`src/rtl/syscall_controller.sv`:
```
// syscall_controller
//   Handles SYSCALL instructions sitting in EX. It latches $v0/$a0, freezes
//   the front of the pipe while older instructions drain through MEM/WB,
//   issues one console print request (valid/ready), and then retires the
//   syscall with a one-cycle done pulse. EXIT parks the FSM in HALT until
//   reset. Unsupported codes retire with a sticky bad_syscall flag.
//
//   Build option: define SYSCALL_PRINT_CHAR_EN to support PRINT_CHAR (11).
//   Without it, code 11 is treated as unsupported and print_is_char is 0.
//
//   Ports
//     clk, rst_n       clock, async active-low reset
//     is_syscall       SYSCALL occupies EX
//     syscall_funct    $v0 forwarded to EX
//     syscall_param1   $a0 forwarded to EX
//     stall            freeze IF/ID/EX
//     print_valid      console request valid
//     print_ready      console accepts request
//     print_data       value to print
//     print_is_char    1 = low byte as ASCII, 0 = signed decimal
//     syscall_done     one-cycle retire pulse
//     halted           program exited (sticky)
//     bad_syscall      unsupported code seen (sticky)
//
//   state | meaning
//   IDLE  | waiting for a syscall in EX
//   DRAIN | older instructions retiring, counter running
//   ISSUE | print request presented to console
//   DONE  | syscall retires, pipe released
//   HALT  | program exited, frozen until reset

module syscall_controller #(
  parameter int DRAIN_CYCLES = 2
) (
  input  logic        clk,
  input  logic        rst_n,
  input  logic        is_syscall,
  input  logic [31:0] syscall_funct,
  input  logic [31:0] syscall_param1,
  output logic        stall,
  output logic        print_valid,
  input  logic        print_ready,
  output logic [31:0] print_data,
  output logic        print_is_char,
  output logic        syscall_done,
  output logic        halted,
  output logic        bad_syscall
);

  localparam logic [31:0] FUNCT_PRINT_INT  = 32'd1;
  localparam logic [31:0] FUNCT_EXIT       = 32'd10;
  localparam logic [31:0] FUNCT_PRINT_CHAR = 32'd11;
  localparam logic [2:0]  CNT_LOAD         = 3'(DRAIN_CYCLES - 1);

  typedef enum logic [2:0] {
    S_IDLE,
    S_DRAIN,
    S_ISSUE,
    S_DONE,
    S_HALT
  } state_t;

  state_t      state_q, state_d;
  logic [31:0] funct_q, param_q;
  logic [2:0]  cnt_q;
  logic        bad_q;
  logic        drain_end;
  logic        is_char;
  logic        decode_bad;

  // The capture cycle already counts as one drain cycle, so DRAIN ends in
  // the cycle where the counter reaches zero by its decrement. This gives an
  // IDLE-to-DONE latency of DRAIN_CYCLES+1 for a ready console.
  assign drain_end = (cnt_q <= 3'd1);

`ifdef SYSCALL_PRINT_CHAR_EN
  assign is_char = (funct_q == FUNCT_PRINT_CHAR);
`else
  assign is_char = 1'b0;
`endif

  always_ff @(posedge clk or negedge rst_n) begin
    if (!rst_n) state_q <= S_IDLE;
    else        state_q <= state_d;
  end

  always_comb begin
    state_d    = state_q;
    decode_bad = 1'b0;
    case (state_q)
      S_IDLE:  if (is_syscall) state_d = S_DRAIN;
      S_DRAIN: begin
        if (drain_end) begin
          if (funct_q == FUNCT_PRINT_INT || is_char) begin
            state_d = S_ISSUE;
          end else if (funct_q == FUNCT_EXIT) begin
            state_d = S_HALT;
          end else begin
            state_d    = S_DONE;
            decode_bad = 1'b1;
          end
        end
      end
      S_ISSUE: if (print_ready) state_d = S_DONE;
      S_DONE:  state_d = S_IDLE;
      S_HALT:  state_d = S_HALT;
      default: state_d = S_IDLE;
    endcase
  end

  always_comb begin
    // rst_n gates the capture-cycle term so stall stays low during reset
    // even with a syscall present in EX.
    stall         = rst_n && ((state_q != S_IDLE && state_q != S_DONE) ||
                              (state_q == S_IDLE && is_syscall));
    print_valid   = (state_q == S_ISSUE);
    print_is_char = (state_q == S_ISSUE) && is_char;
    print_data    = 32'd0;
    if (state_q == S_ISSUE) print_data = is_char ? {24'd0, param_q[7:0]} : param_q;
    syscall_done  = (state_q == S_DONE);
    halted        = (state_q == S_HALT);
    bad_syscall   = bad_q;
  end

  always_ff @(posedge clk or negedge rst_n) begin
    if (!rst_n) begin
      funct_q <= 32'd0;
      param_q <= 32'd0;
      cnt_q   <= 3'd0;
      bad_q   <= 1'b0;
    end else begin
      if (state_q == S_IDLE && is_syscall) begin
        funct_q <= syscall_funct;
        param_q <= syscall_param1;
        cnt_q   <= CNT_LOAD;
      end else if (state_q == S_DRAIN && cnt_q != 3'd0) begin
        cnt_q <= cnt_q - 3'd1;
      end
      if (decode_bad) bad_q <= 1'b1;
    end
  end

endmodule

```
`config.mk`:
```
export PLATFORM = sky130hd
export DESIGN_NAME = syscall_controller
export DESIGN_NICKNAME = d
export VERILOG_FILES = /design/src/rtl/syscall_controller.sv
export SDC_FILE = /design/constraint.sdc
export NUM_CORES = 1
export LEC_CHECK = 0
export BUFFER_PORTS_ARGS = -buffer_cell sky130_fd_sc_hd__buf_4
export CAP_MARGIN = 40
export CORE_MARGIN = 4
export CORE_UTILIZATION = 45
export DETAILED_ROUTE_END_ITERATION = 8
export PLACE_DENSITY = 0.79
export SYNTH_ARGS = -nofsm -noshare
export SYNTH_HDL_FRONTEND = slang
export SYNTH_SLANG_ARGS = --single-unit
```
`constraint.sdc`:
```
create_clock -name clk -period 1.7 [get_ports clk]
set_input_delay 0.17 -clock clk [delete_from_list [all_inputs] [get_ports clk]]
set_output_delay 0.17 -clock clk [all_outputs]
set_load 0.01 [all_outputs]
```
==> results of run 1 <==
[routing by layer]
metal | track usage [%] | vias up
met5 | 0 | -
met4 | 7.54 | 0
met3 | 4.14 | 11
met2 | 31.1 | 63
met1 | 21.3 | 1177
li1 | - | 1074
[power by group through the flow]
stage               sequential, mW  clock [mW]  combinational [mW]
finish                        2.99        1.26                3.20
global route                  3.10        1.37                3.46
CTS                           2.97        1.29                2.87
detailed placement            2.97           0                2.38
global placement              2.93           0                2.28
floorplan                     2.82           0                1.68
[stage by stage]
step                      utilization, %  instance area [sq um]
final                               70.2                   4770
after detailed placement            59.7                   4060
after CTS                           67.6                   4590
after global placement              59.7                   4060
after global routing                70.2                   4770
after floorplan                        -                   3150
[logic make-up after synthesis]
family | count (synthesis) | share of synthesized area (%)
AO/OA/AOI/OAI | 12 | 2.59
other | 1 | 0.119
XOR/XNOR | 1 | 0.278
multiplexers | 64 | 22.9
adder cells (fa/ha/maj) | 3 | 1.19
AND/OR/NAND/NOR | 66 | 13.3
buffers and inverters | 16 | 3.14
flip-flops | 71 | 56.5
[layout make-up]
class	count	area, sq um	share of cell area (%)
inverter	3	11.3	0.236
multi-input combinational	147	1400	29.3
clock buffer	13	169	3.54
timing repair buffer	135	1280	26.8
clock inverter	2	15.0	0.315
tap	96	120	2.52
sequential	71	1780	37.3
[what timing repair did]
action / in CTS / in global routing
setup endpoints to repair: 33 / 102
pin swaps: 33 / 3
setup buffers: 8 / 5
cloned: 3 / 5
endpoints found under the hold margin: 71 / 0
gates resized for setup: 80 / 17
hold buffers: 1 / 0
[sequential cells by signal, indices dropped and copies added, names as in the netlist]
| name | cells |
|---|---|
| funct_q | 32 |
| param_q | 32 |
| cnt_q | 3 |
| state_q | 3 |
| bad_syscall | 1 |
[worst max path at each step]
stage                                      start                       to  slack (ps)  cells past startpoint
after floorplan           state_q[0]$_DFFE_PN0P_  funct_q[28]$_DFFE_PN0P_         100                      5
after global placement    state_q[0]$_DFFE_PN0P_  param_q[24]$_DFFE_PN0P_         100                      3
after detailed placement  state_q[0]$_DFFE_PN0P_  param_q[17]$_DFFE_PN0P_          70                      3
after CTS                 state_q[2]$_DFFE_PN0P_            print_data[0]         -70                      6
after global routing      state_q[1]$_DFFE_PN0P_            print_data[0]        -180                      6
final                     state_q[1]$_DFFE_PN0P_           print_data[17]         -80                      6
[placed cells by master (no fill, tap or decap), types with 2 or more instances in the layout]
master / Yosys / routed
sky130_fd_sc_hd__clkinvlp_4: 0 / 2
sky130_fd_sc_hd__nand2_1: 5 / 5
sky130_fd_sc_hd__nor2_1: 6 / 6
sky130_fd_sc_hd__nor4_1: 6 / 6
sky130_fd_sc_hd__nor3b_2: 1 / 2
sky130_fd_sc_hd__buf_6: 3 / 45
sky130_fd_sc_hd__nand4_1: 2 / 2
sky130_fd_sc_hd__and3b_1: 2 / 2
sky130_fd_sc_hd__a21oi_1: 4 / 4
sky130_fd_sc_hd__buf_12: 0 / 4
sky130_fd_sc_hd__clkbuf_8: 0 / 12
sky130_fd_sc_hd__ha_1: 3 / 3
sky130_fd_sc_hd__mux2_1: 27 / 25
sky130_fd_sc_hd__nor3b_1: 4 / 2
sky130_fd_sc_hd__mux2_2: 37 / 32
sky130_fd_sc_hd__buf_4: 3 / 82
sky130_fd_sc_hd__mux2_4: 0 / 7
sky130_fd_sc_hd__clkbuf_16: 0 / 2
sky130_fd_sc_hd__and2_4: 0 / 32
sky130_fd_sc_hd__nor3_1: 3 / 2
sky130_fd_sc_hd__dfrtp_1: 71 / 71
sky130_fd_sc_hd__inv_1: 3 / 3
[worst reg2reg max path: stages (launching register included)]
cell and delay (ps):
sky130_fd_sc_hd__dfrtp_1 390, sky130_fd_sc_hd__buf_4 150, sky130_fd_sc_hd__nor4b_4 330, sky130_fd_sc_hd__buf_6 210, sky130_fd_sc_hd__buf_4 130, sky130_fd_sc_hd__buf_6 120
sky130_fd_sc_hd__mux2_2 330
==> run summary, run 1 <==
==================================================================================
Sum of negative setup slack .........................................     -2440 ps
Wire length on met3 .................................................       414 um
Overall die height ..................................................      91.6 um
Area share of the largest cell type after synthesis .................        56.5%
Total of max-cap violations .........................................            0
Final worst-path cycle share ........................................         105%
Number of synthesized register bits .................................           71
HPWL Detailed .......................................................      4.65 mm
Top delay family on crit path ....................................... buffers and inverters
Clk Latency, worst-skew pair ........................................       340 ps
Dpl ws ..............................................................      68.1 ps
Power per unit of standard cell area ................................ 1560 mW/mm^2
Row count ...........................................................           30
Placeable core region ............................................... 0.00679 sq mm
Metal2 WL ...........................................................      4.21 mm
I/O pins ............................................................          106
Highest cell delay on the worst timing path .........................       380 ps
Largest area contributor in the synthesized netlist ................. sky130_fd_sc_hd__dfrtp_1
Total global routing overflow .......................................            0
Clk sinks ...........................................................           71
Fraction of registers with async set or reset after synthesis .......         100%
Routed len/inst .....................................................      17.1 um
Number of antenna violations at the first check in global routing ...            0
Sequential Power Share ..............................................        40.2%
Commonest cells in the synthesized netlist .......................... sky130_fd_sc_hd__dfrtp_1 (71), sky130_fd_sc_hd__mux2_2 (37), sky130_fd_sc_hd__and2_1 (32)
Final-layout worst hold slack .......................................      43.2 ps
Final setup violating endpoints .....................................           38
Worst-case vdd ir drop ..............................................       868 uV
Final setup margin ..................................................     -83.0 ps
Hold Crit Depth .....................................................            2
Via count of the first global-routing pass ..........................         2447
Most frequent cell after synthesis .................................. sky130_fd_sc_hd__dfrtp_1
Post-Route Skew .....................................................      7.56 ps
Number of instances in the synthesized netlist ......................          234
WP data arrival .....................................................      1610 ps
Synthesized netlist net count .......................................          305
Mean area per synthesized cell ......................................   13.4 sq um
Final layout net count ..............................................          438
Wire length after detailed routing ..................................      7.99 mm
Number of antenna-violating nets in the routed design ...............            0
CP dominant cell by count ........................................... sky130_fd_sc_hd__buf_6
Root Driver ......................................................... sky130_fd_sc_hd__clkbuf_8
Most frequently used flop master after synthesis .................... sky130_fd_sc_hd__dfrtp_1
Clk pin slew, worst setup/hold paths ................................        80 ps
Post-detailed-route DRC marker count ................................            0
Worst path bufs/invs ................................................            4
Routed metal-1 wire length ..........................................      3.24 mm
Synthesis-to-layout area growth .....................................        51.6%
WP data required ....................................................      1530 ps
Worst flop-to-flop path startpoint .................................. state_q[2]$_DFFE_PN0P_
Number of DRC violations after detailed-routing iteration 0 .........           69
Overall routing resource usage ......................................        17.9%
Count of input and output buffers ...................................          104
Maximum clock path buffer count .....................................            2
Static leakage ......................................................      2.21 nW
Netlist Area Pre-Place .............................................. 0.00315 sq mm
Initial DRT Pass Iterations .........................................            4
Floorplan die area .................................................. 0.00839 sq mm
RePlAce Congestion ..................................................        0.740
Number of hold violations in the final report .......................            0
Largest net degree at the start of global routing ...................           72
Critical path peak fanout ...........................................            9
Worst reg-to-reg path cell count ....................................            6
Final critical path time including I/O delays and setup .............      1780 ps
Violated checks ..................................................... setup timing
Max-slew violation count ............................................            0
Endpoint, Worst Hold ................................................ param_q[16]$_DFFE_PN0P_
Outcome ............................................................. finished with violations
Largest cells by area after synthesis ............................... sky130_fd_sc_hd__dfrtp_1 (56%), sky130_fd_sc_hd__mux2_2 (13%), sky130_fd_sc_hd__mux2_1 (9.7%)
Number of filler cells placed in the layout .........................          466
Worst min-delay path class ..........................................       in2reg
Antenna diode count .................................................            0
Floorplan die width .................................................      91.6 um
CP endpoint kind .................................................... primary output
Number of buffers created by CTS ....................................            9
Register area share after synthesis .................................        56.5%
Critical hold path startpoint ....................................... syscall_param1[16]
Unrepaired setup endpoints after global routing .....................          yes
Share of final-layout standard cells stronger than drive strength 1 .        60.9%
Number of flops mapped to enable cells by yosys .....................            0
Switching part of the total .........................................        30.6%
Slowest-stage cell, CP .............................................. sky130_fd_sc_hd__dfrtp_1
TritonCTS clock tree ................................................         done
Fin cells ...........................................................          467
Internal power of the cells .........................................      5.17 mW
Psw .................................................................      2.28 mW
Synthesis warning total .............................................            0
Total instance count after detailed placement .......................          430
Distinct cell type count after synthesis ............................           33
Via total after detailed routing ....................................         2325
H-tree depth ........................................................            3
Startpoint types ....................................................     register
Part of the power in the clock network ..............................        16.9%
Achievable Freq .....................................................      561 MHz
Class of the most critical setup path ...............................      reg2out
Worst r2r dst ....................................................... param_q[26]$_DFFE_PN0P_
Via density .........................................................         4.98
Crit-path cells ..................................................... buf_6, nor3b_4, buf_6, buf_6, and2_4, buf_6
Register-to-Register Setup Slack ....................................       -80 ps
First-pass GRT wire length ..........................................      11.8 mm
Initial core utilization ............................................        46.3%
Gate power share ....................................................        42.9%
Top routing layer in use ............................................         met4
Design Power ........................................................      7.45 mW
==================================================================================
Note: power is estimated with default switching activity, not from simulation.
==> inputs of run 2 (changes only) <==
- BUFFER_PORTS_ARGS: -buffer_cell sky130_fd_sc_hd__buf_4 -> not set
- CORE_UTILIZATION: 45 -> 51
- DONT_BUFFER_PORTS: not set -> 1
- PLACE_DENSITY: 0.79 -> 0.73
==> run summary, run 2 (synthesis results as in run 1) <==
====================================================================================
Outcome ............................................................... finished with violations
Violated checks ....................................................... hold timing, setup timing
Maximum clock path buffer count .......................................            2
Final setup margin ....................................................     -23.2 ps
Static leakage ........................................................      1.85 nW
Most common library cell in the layout ignoring fill and taps ......... sky130_fd_sc_hd__dfrtp_1
Area occupied by multi-input gates .................................... 0.00136 sq mm
Worst path bufs/invs ..................................................            3
CP dominant cell by count ............................................. sky130_fd_sc_hd__buf_6
Via count of the first global-routing pass ............................         2252
Hold-fix buffers at CTS ...............................................           64
Placeable core region ................................................. 0.00596 sq mm
WP data required ......................................................      1530 ps
Total of max-cap violations ...........................................            0
I/O pins ..............................................................          106
HPWL Detailed .........................................................      4.12 mm
Post-detailed-route DRC marker count ..................................            0
Switching part of the total ...........................................        30.1%
Total global routing overflow .........................................            0
Root Driver ........................................................... sky130_fd_sc_hd__clkbuf_8
Psw ...................................................................      2.07 mW
Final worst-path cycle share ..........................................         101%
Overall die height ....................................................      86.5 um
H-tree depth ..........................................................            3
Sequential Power Share ................................................        43.6%
Dpl ws ................................................................      99.1 ps
Clk pin slew, worst setup/hold paths ..................................        70 ps
Sum of negative setup slack ...........................................      -179 ps
Number of antenna violations at the first check in global routing .....            0
Overall routing resource usage ........................................        19.4%
Number of DRC violations after detailed-routing iteration 0 ...........           41
Row count .............................................................           28
Worst reg-to-reg path cell count ......................................            5
Final setup violating endpoints .......................................           10
Clk Latency, worst-skew pair ..........................................       330 ps
Total instance count after detailed placement .........................          304
Crit-path cells ....................................................... buf_6, nor3b_4, buf_6, clkbuf_16, and2_4
Via density ...........................................................         5.31
TritonCTS clock tree ..................................................         done
Wire length after detailed routing ....................................      7.29 mm
Number of antenna-violating nets in the routed design .................            0
Slowest-stage cell, CP ................................................ sky130_fd_sc_hd__dfrtp_1
Worst slew pin tran ...................................................       554 ps
Final core occ ........................................................        73.0%
Internal power of the cells ...........................................      4.80 mW
Floorplan die area .................................................... 0.00749 sq mm
Floorplan die width ...................................................      86.5 um
Share of final-layout standard cells stronger than drive strength 1 ...        33.8%
Worst-case vdd ir drop ................................................       997 uV
Top delay family on crit path ......................................... buffers and inverters
Final-layout worst hold slack .........................................      -474 ps
Headroom to the max-slew limit ........................................        63.0%
Class of the most critical setup path .................................      reg2out
Number of hold violations in the final report .........................           71
Clk sinks .............................................................           71
Synthesis-to-layout area growth .......................................        38.2%
Critical path peak fanout .............................................            8
Leading registers by flop count ....................................... funct_q: 32 flops, param_q: 32 flops
Design Power ..........................................................      6.87 mW
First-pass GRT wire length ............................................      11.0 mm
Power per unit of standard cell area .................................. 1580 mW/mm^2
Number of filler cells placed in the layout ...........................          397
Part of the power in the clock network ................................        19.3%
Unrepaired setup endpoints after global routing .......................          yes
Placed cell areas ..................................................... 0.00324 sq mm
Routed len/inst .......................................................      18.4 um
Gate power share ......................................................        37.1%
Fin cells .............................................................          396
Highest cell delay on the worst timing path ...........................       390 ps
Area of all placed cells without fillers .............................. 0.00435 sq mm
Worst min-delay path class ............................................     in2async
Count of input and output buffers .....................................            0
Depth of the critical timing path with buffers and inverters included .            5
Via total after detailed routing ......................................         2102
RePlAce Congestion ....................................................        0.714
CP endpoint kind ...................................................... primary output
Max-slew violation count ..............................................            0
WP data arrival .......................................................      1550 ps
Final layout net count ................................................          387
Final critical path time including I/O delays and setup ...............      1720 ps
Largest net degree at the start of global routing .....................           73
Achievable Freq .......................................................      580 MHz
Startpoint types ......................................................     register
Post-Route Skew .......................................................      6.94 ps
Number of buffers created by CTS ......................................            9
Initial core utilization ..............................................        52.8%
Leading cell types in the layout, fill and taps excluded .............. sky130_fd_sc_hd__dfrtp_1 (71), sky130_fd_sc_hd__dlygate4sd3_1 (64), sky130_fd_sc_hd__mux2_2 (37)
Initial DRT Pass Iterations ...........................................            4
Sequential standard cell area ......................................... 0.00178 sq mm
====================================================================================
==> run 2: cell count changes in the layout (fill, tap and decap cells not counted), moves of 2 or more <==
cell / before / now
sky130_fd_sc_hd__mux2_2: 32 / 37
sky130_fd_sc_hd__buf_6: 45 / 6
sky130_fd_sc_hd__mux2_1: 25 / 27
sky130_fd_sc_hd__mux2_4: 7 / 0
sky130_fd_sc_hd__dlygate4sd3_1: 1 / 64
sky130_fd_sc_hd__buf_4: 82 / 8
==> run 2: what timing repair did <==
action | 4_1_cts | 5_1_grt
pin swaps | 18 | 3
resized for setup | 39 | 6
hold endpoints to repair | 135 | 71
gates cloned | 1 | 4
setup endpoints to repair | 31 | 101
setup buffers | 5 | 3
==> run 2: worst reg2reg max path, cell delays in order, from the launching register on <==
cell and delay, ps:
sky130_fd_sc_hd__dfrtp_1 400, sky130_fd_sc_hd__buf_4 150, sky130_fd_sc_hd__nor4b_4 280, sky130_fd_sc_hd__buf_6 190, sky130_fd_sc_hd__buf_6 180, sky130_fd_sc_hd__mux2_2 350
==> run 2: power by group through the flow <==
stage               Combinational, mW  Clock (mW)  Sequential, mW
floorplan                        1.68           0            2.82
detailed placement               1.97           0            2.98
CTS                              2.39        1.36            2.97
global placement                 1.88           0            2.93
finish                           2.55        1.33            2.99
global route                     2.79        1.44            3.11
==> run 2: layout make-up <==
type	count	share of cell area (%)
Clock buffer	12	3.57
Antenna cell	1	0.0576
Multi-Input combinational cell	147	31.3
Clock inverter	3	0.979
Tap cell	75	2.16
Inverter	3	0.259
Sequential cell	71	40.9
Timing Repair Buffer	84	20.8
==> run 2: path summary, 6_finish.rpt <==
| check | from | to | slack (ps) |
|---|---|---|---|
| worst max-delay path | state_q[0]$_DFFE_PN0P_ | print_data[10] | -20 |
| worst min-delay path | rst_n | funct_q[25]$_DFFE_PN0P_ | -470 |
| worst max register to register | state_q[2]$_DFFE_PN0P_ | funct_q[19]$_DFFE_PN0P_ | 40 |
| worst min register to register | param_q[20]$_DFFE_PN0P_ | param_q[20]$_DFFE_PN0P_ | 490 |
| max in group asynchronous | rst_n | param_q[7]$_DFFE_PN0P_ | 2040 |
| min in group clk | print_ready | state_q[0]$_DFFE_PN0P_ | 90 |
==> run 2: layer usage <==
metal	up-vias	part of all wire (%)	GRT usage (%)
met3	18	4.5	5.61
met4	0	2.6	9.77
met1	1046	39	22.1
met5	-	0	0
met2	63	54	33.2
li1	975	-	-
